File: config.mk
export PLATFORM = sky130hd
export DESIGN_NAME = word_array_ctrl
export DESIGN_NICKNAME = d
export VERILOG_FILES = /design/src/rtl/word_array_pkg.sv /design/src/rtl/masked_word_reg.sv /design/src/rtl/word_array_ctrl.sv
export SDC_FILE = /design/constraint.sdc
export NUM_CORES = 1
export LEC_CHECK = 0
export ABC_AREA = 1
export CAP_MARGIN = 20
export CORE_MARGIN = 10
export CORE_UTILIZATION = 25
export DETAILED_ROUTE_END_ITERATION = 16
export PLACE_DENSITY = 0.49
export SLEW_MARGIN = 15
export SYNTH_ARGS = -nofsm -noshare
export SYNTH_HDL_FRONTEND = slang
export SYNTH_HIERARCHICAL = 1
export SYNTH_SLANG_ARGS = --single-unit
File: constraint.sdc
create_clock -name clk -period 2.16 [get_ports clk]
set_input_delay 0.54 -clock clk [delete_from_list [all_inputs] [get_ports clk]]
set_output_delay 0.54 -clock clk [all_outputs]
set_load 0.005 [all_outputs]
File: src/rtl/word_array_pkg.sv
// Shared types and constants for the word storage array.
package word_array_pkg;

    localparam logic OP_READ  = 1'b0;
    localparam logic OP_WRITE = 1'b1;

    typedef enum logic {
        ST_IDLE,
        ST_CLEAR
    } state_t;

endpackage

File: src/rtl/masked_word_reg.sv
// One storage row with per-bit write enable.
module masked_word_reg #(
    parameter int WIDTH = 8
) (
    input  logic             clk,
    input  logic             rst_n,
    input  logic             we,
    input  logic             clr,
    input  logic [WIDTH-1:0] mask,
    input  logic [WIDTH-1:0] d,
    output logic [WIDTH-1:0] q
);

    always_ff @(posedge clk or negedge rst_n) begin
        if (!rst_n) begin
            q <= '0;
        end else if (clr) begin
            q <= '0;
        end else if (we) begin
            q <= (q & ~mask) | (d & mask);
        end
    end

endmodule

File: src/rtl/word_array_ctrl.sv
// DEPTH x WIDTH scratch store: valid/ready requests, masked writes,
// registered read response and a one-word-per-cycle clear sweep.
module word_array_ctrl
    import word_array_pkg::*;
#(
    parameter int    WIDTH = 8,
    parameter int    DEPTH = 16,
    localparam int   AW    = $clog2(DEPTH)
) (
    input  logic             clk,
    input  logic             rst_n,
    input  logic             req_valid,
    output logic             req_ready,
    input  logic             op,
    input  logic [AW-1:0]    addr,
    input  logic [WIDTH-1:0] in_bus,
    input  logic [WIDTH-1:0] mask,
    input  logic             clear,
    output logic             out_valid,
    output logic [WIDTH-1:0] out_bus,
    output logic             err,
    output logic             busy
);

    state_t           state;
    logic [AW-1:0]    sweep_idx;
    logic             accept;
    logic             wr_acc;
    logic             in_range;
    logic [WIDTH-1:0] rows [DEPTH];
    logic [WIDTH-1:0] rd_data;

    assign req_ready = (state == ST_IDLE) && !clear;
    assign busy      = (state == ST_CLEAR);
    assign accept    = req_valid && req_ready;
    assign wr_acc    = accept && (op == OP_WRITE);
    assign in_range  = (32'(addr) < DEPTH);

    // Equality-scan mux keeps addresses past DEPTH from indexing rows.
    always_comb begin
        rd_data = '0;
        for (int i = 0; i < DEPTH; i++) begin
            if (32'(addr) == i) rd_data = rows[i];
        end
    end

    for (genvar g = 0; g < DEPTH; g++) begin : g_row
        masked_word_reg #(
            .WIDTH(WIDTH)
        ) u_row (
            .clk  (clk),
            .rst_n(rst_n),
            .we   (wr_acc && (32'(addr) == g)),
            .clr  (busy && (32'(sweep_idx) == g)),
            .mask (mask),
            .d    (in_bus),
            .q    (rows[g])
        );
    end

    always_ff @(posedge clk or negedge rst_n) begin
        if (!rst_n) begin
            state     <= ST_IDLE;
            sweep_idx <= '0;
        end else begin
            unique case (state)
                ST_IDLE: begin
                    if (clear) begin
                        state     <= ST_CLEAR;
                        sweep_idx <= '0;
                    end
                end
                ST_CLEAR: begin
                    if (sweep_idx == AW'(DEPTH - 1)) begin
                        state     <= ST_IDLE;
                        sweep_idx <= '0;
                    end else begin
                        sweep_idx <= sweep_idx + AW'(1);
                    end
                end
            endcase
        end
    end

    // Writes answer only when rejected; out_bus keeps its value then.
    always_ff @(posedge clk or negedge rst_n) begin
        if (!rst_n) begin
            out_valid <= 1'b0;
            out_bus   <= '0;
            err       <= 1'b0;
        end else begin
            out_valid <= 1'b0;
            err       <= 1'b0;
            if (accept) begin
                if (!in_range) begin
                    out_valid <= 1'b1;
                    err       <= 1'b1;
                    if (op == OP_READ) out_bus <= '0;
                end else if (op == OP_READ) begin
                    out_valid <= 1'b1;
                    out_bus   <= rd_data;
                end
            end
        end
    end

endmodule

# Yosys cells after proc, flatten, opt, wreduce, memory -nomap -nowiden
# Index checks and enable logic that the tools add are counted.
[op_classes]
n_bitwise = 36
reduce_logical = 55
n_eq_ne = 31
muxes = 56
n_addsub = 1
[ops]
columns = ["cell", "n"]
rows = [
  ["2-to-1 mux 8 bit", 48],
  ["AND 8 bit", 17],
  ["OR 8 bit", 16],
  ["== test 4 bit (second input constant)", 16],
  ["logical AND 1 bit", 35],
  ["== test 4 x 3 -> 1 bit (second input constant)", 8],
  ["nonzero test 2 bit", 16],
  ["== test 4 x 2 -> 1 bit (second input constant)", 4],
  ["== test 4 x 1 -> 1 bit (second input constant)", 2],
  ["logical NOT 4 bit", 2],
  ["2-to-1 mux 4 bit", 2],
  ["inverter 8 bit", 1],
  ["case mux 4 bit (2 select lines)", 1],
  ["adder 4 x 1 -> 4 bit (second input constant)", 1],
  ["2-to-1 mux 1 bit", 4],
  ["inequality test 2 bit (second input constant)", 1],
  ["inverter 1 bit", 2],
  ["case mux 1 bit (2 select lines)", 1],
  ["AND reduction 2 bit", 1],
  ["logical NOT 1 bit", 1],
]
[word_totals]
inputBits = 25
out_inout_bits = 12
wordCells = 199
reg_bits = 142

# Logic depth before layout (Yosys ltp)
[logic_depth]
ltp_word = 17
mapped_depth = 13
ltp_nobuf = 13

# Modules after synthesis
# Netlist, hierarchy kept.
[modules_own_cells]
columns = ["module", "area_per_inst_um2", "seq_area_each_um2", "cells_each", "instances"]
rows = [
  ["masked_word_reg", 451.7, 200.2, 67, 16],
  ["word_array_ctrl", 1901.8, 350.3, 362, 1],
]

# Worst setup path before layout
# No wires, ideal clock.
[synth_timing]
path_type = "input-to-reg"
from = "input port addr[1]"
to = "register out_bus[0]"
path_stages = 9
path_buffers = 0
t_required_ns = 2.044
setup_time_ns = 0.116
path_slack_ns = 0.423
arrival_ns = 1.621
cell_sequence = "nor2_2 > nand2_1 > or2_2 > nand2_1 > nand4_1 > nor2_1 > nand3_1 > nand2_1 > nand2_1"
[synth_via]
elab_chain_len = 17
elab_cells_between_ends = 32
classes_between = "eq/ne: 15; mux: 16; reduce/logical: 1"
[synth_rtl]
columns = ["item", "line_no", "rtl"]
rows = [
  ["start: declaration", "word_array_ctrl.sv:15", "input logic [AW-1:0] addr,"],
  ["logical NOT 4 bit", "word_array_ctrl.sv:43", "if (32'(addr) == i) rd_data = rows[i];"],
  ["2-to-1 mux 8 bit (15 in series)", "word_array_ctrl.sv:43", ""],
  ["2-to-1 mux 8 bit (*)", "word_array_ctrl.sv:43", ""],
  ["end signal: assignment", "word_array_ctrl.sv:101", "out_bus <= rd_data;"],
  ["end: declaration", "word_array_ctrl.sv:20", "output logic [WIDTH-1:0] out_bus,"],
]
# Mark *: on every way between the ends. The rest lies on a longest branch, timed or not.
# A chain may end at the register's enable or synchronous reset.

# Worst setup path after layout
[layout_timing]
from = "input port clear"
to = "output port req_ready"
[layout_via]
elab_chain_len = 2
[layout_rtl]
columns = ["item", "line_no", "rtl"]
rows = [
  ["start: declaration", "word_array_ctrl.sv:18", "input logic clear,"],
  ["logical NOT 1 bit", "word_array_ctrl.sv:33", "assign req_ready = (state == ST_IDLE) && !clear;"],
  ["logical AND 1 bit", "word_array_ctrl.sv:33", ""],
  ["end: declaration", "word_array_ctrl.sv:13", "output logic req_ready,"],
]
# Every way passes these cells.

==> reports/summary.txt <==
grt met3 use = 3.49%
sequential area share after synthesis = 38.9%
area leader, netlist = dfrtp_1
DR vias = 9154
CP max stage cell = clkdlybuf4s50_1
Post-Synthesis Cells = 1434
synth unique cells = 25
H-tree Lvls = 4
setup TNS = 0 ns
I/O pin cnt = 37
Clk pin slew, worst setup/hold paths = 0.06 ns
Critical Path Start Type = input port
area share of the leading cell type in the synthesized netlist = 38.9%
clock buffer count from CTS = 17
worst slack, placed = -0.549 ns
synthesized area = 0.00913 mm2
First-pass DRT Iterations = 6
most frequent cells in the layout = nand2_1 (758), inv_1 (163), nand3_1 (157), dfrtp_1 (142), nor2_1 (76)
worst vdd ir = 0.000548 V
Area Overhead vs Synth = 24.1%
hold path depth = 2
setup violators final = 0
Ant. Diodes = 0
share of cells above drive strength 1 = 10.9%
Reg area = 0.00355 mm2
TritonCTS clock tree = done
initial antenna violation count = 0
#FFs+latches synth = 142
Crit Reg-Reg Startpoint = busy$_DFF_PN0_
R2R depth = 9
final worst setup slack = 0.0202 ns
std cell rows = 69
hold_sp = out_bus[0]$_DFFE_PN0P_
Avg Cell Area, Syn = 6.37 um2
multi-input combinational cell area = 0.00476 mm2
Worst Skew = 0.0121 ns
largest net degree at the start of global routing = 48
Post-synth ARST share = 100%
GR Overflow Total = 0
DP HPWL = 22700 um
WP data arrival = 1.60 ns
yosys warns = 6
largest fanout on the critical path = 2
Die X-Extent = 211 um
Post-route DRC = 0
top post-synthesis cells by area = dfrtp_1 (39%), nand2_1 (31%), nand3_1 (8.6%)
final critical-path required period = 2.14 ns
Final nets = 1581
wire per inst = 16.8 um
commonest non-fill, non-tap cell in the layout = nand2_1
Period Utilization, post-route = 99.1%
root buf cell = clkbuf_16
Slew @ Worst Pin = 0.532 ns
Slew HR = 64.4%
Net Switching = 2850 uW
grt peak-use layer = met2
f_max = 0.467 GHz
vias per inst = 4.52
Clock Sinks = 142
Synth Net Count = 1463
WL final = 34100 um
Int Pwr = 5100 uW
Core Region = 0.0358 mm2
RSZ-0062 raised after global routing = no
critical path required time = 1.62 ns
Port Buffers = 35
Die Span Y = 211 um
crit path launch = clear
Cell Chain, Critical Path = dlygate4sd2_1 > nor2_4 > clkdlybuf4s50_1
Sw Share = 35.8%
max-slew violations = 0
Clock Tree Buf Depth = 2
fillcell total = 3881
Combinational Power Share = 25.5%
RePlAce Congestion = 0.907
grt met1 use = 21.0%
status = complete, no violations
EDFF count, synth = 0
static leakage = 0.00646 uW
Sequential Power Share = 36.9%
initial DRC count = 708
global-route wire length before repair = 52900 um
Worst Setup End Kind = output pin
post-route ant nets = 0
GRT Total Usage = 15.5%
CP peak stage delay = 0.53 ns
Total Die Area = 0.0446 mm2
ys flop type = dfrtp_1
Setup CP Type = input port to output pin
met2 Track Usage GR = 24.4%
MaxCap Viol Count = 0
Hold Fails Final Rpt = 0
vias in the first global route = 8697
Worst Hold Class = register to register
P per Cell Area = 702 mW/mm2
Clk network pwr share = 37.6%
worst-skew pair later-pin latency = 0.44 ns
initial core utilization = 25.5%
-- registers in the layout, summed over array words and instances (netlist names) --
register	cells
busy	1
g_row.u_row/q	128
out_bus	8
out_valid	1
sweep_idx	4
-- worst max-delay path: cells and delay by family --
kind | cells | cell delay [ns]
buffers and inverters | 2 | 0.85
and+or+nand+nor | 1 | 0.20
-- per-stage QoR --
step / hold slack, ns / utilization [%] / area (um2) / cells / power [uW]
2_1_floorplan: 0.244 / - / 9130 / 1434 / 4030
3_3_place_gp: 0.433 / 29.9 / 10700 / 1992 / 5010
3_5_place_dp: 0.434 / 29.9 / 10700 / 1992 / 5030
4_1_cts: 0.504 / 31.6 / 11300 / 2026 / 8050
5_1_grt: 0.536 / 31.6 / 11300 / 2026 / 8350
6_report: 0.499 / 31.6 / 11300 / 2026 / 7950
-- power by group through the flow --
stage / registers, uW / logic [uW] / clock network [uW]
global placement: 2980 / 2030 / 0
CTS: 2930 / 2060 / 3060
finish: 2930 / 2030 / 2990
floorplan: 2940 / 1090 / 0
detailed placement: 2980 / 2050 / 0
global route: 2950 / 2260 / 3150
-- kinds of logic after synthesis --
group | synth area share (%)
XOR/XNOR | 0.0960
flip-flops | 38.9
AO/OA/AOI/OAI | 1.14
AND/OR/NAND/NOR | 50.2
adder cells (fa/ha/maj) | 0.548
buffers and inverters | 9.03
other | 0.0411
-- synthesized netlist by cell type (6+ instances only) --
| cell | n |
|---|---|
| nor2_8 | 16 |
| nor3_1 | 9 |
| nor2_1 | 78 |
| or2_2 | 7 |
| dfrtp_1 | 142 |
| nand2_1 | 759 |
| nand3_1 | 157 |
| inv_2 | 18 |
| inv_1 | 163 |
| nor2_2 | 6 |
| buf_4 | 17 |
| nand4_1 | 24 |
| a21oi_1 | 15 |
-- layer usage --
layer | vias up | part of all wire, %
li1 | 4626 | -
met1 | 4276 | 48
met2 | 219 | 45
met3 | 33 | 5.4
met4 | 0 | 1.6
met5 | - | 0
-- repair_timing --
action                                  CTS  global route
hold endpoints to repair                 18             0
pin swaps                                 1             0
hold buffers                              1             0
endpoints found under the setup margin    5            15
gates resized for setup                   6             3
setup buffers                             1             0
-- worst paths after layout --
check / slack, ns / to
setup reg to reg: 0.30 / g_row[5].u_row/q[7]$_DFFE_PN0P_
hold / removal: 0.50 / out_bus[0]$_DFFE_PN0P_
hold reg to reg: 0.50 / out_bus[0]$_DFFE_PN0P_
min in group asynchronous: 0.53 / g_row[8].u_row/q[2]$_DFFE_PN0P_
setup / recovery: 0.02 / req_ready
max in group asynchronous: 1.02 / g_row[4].u_row/q[6]$_DFFE_PN0P_
-- cell type report --
class | count | share of cell area (%)
Inverter | 181 | 6.00
Multi-Input combinational cell | 1090 | 42.1
Timing Repair Buffer | 120 | 10.4
Clock buffer | 17 | 3.76
Sequential cell | 142 | 31.4
Clock inverter | 15 | 1.33
Tap cell | 461 | 5.09
(Power assumes the default switching activity.)
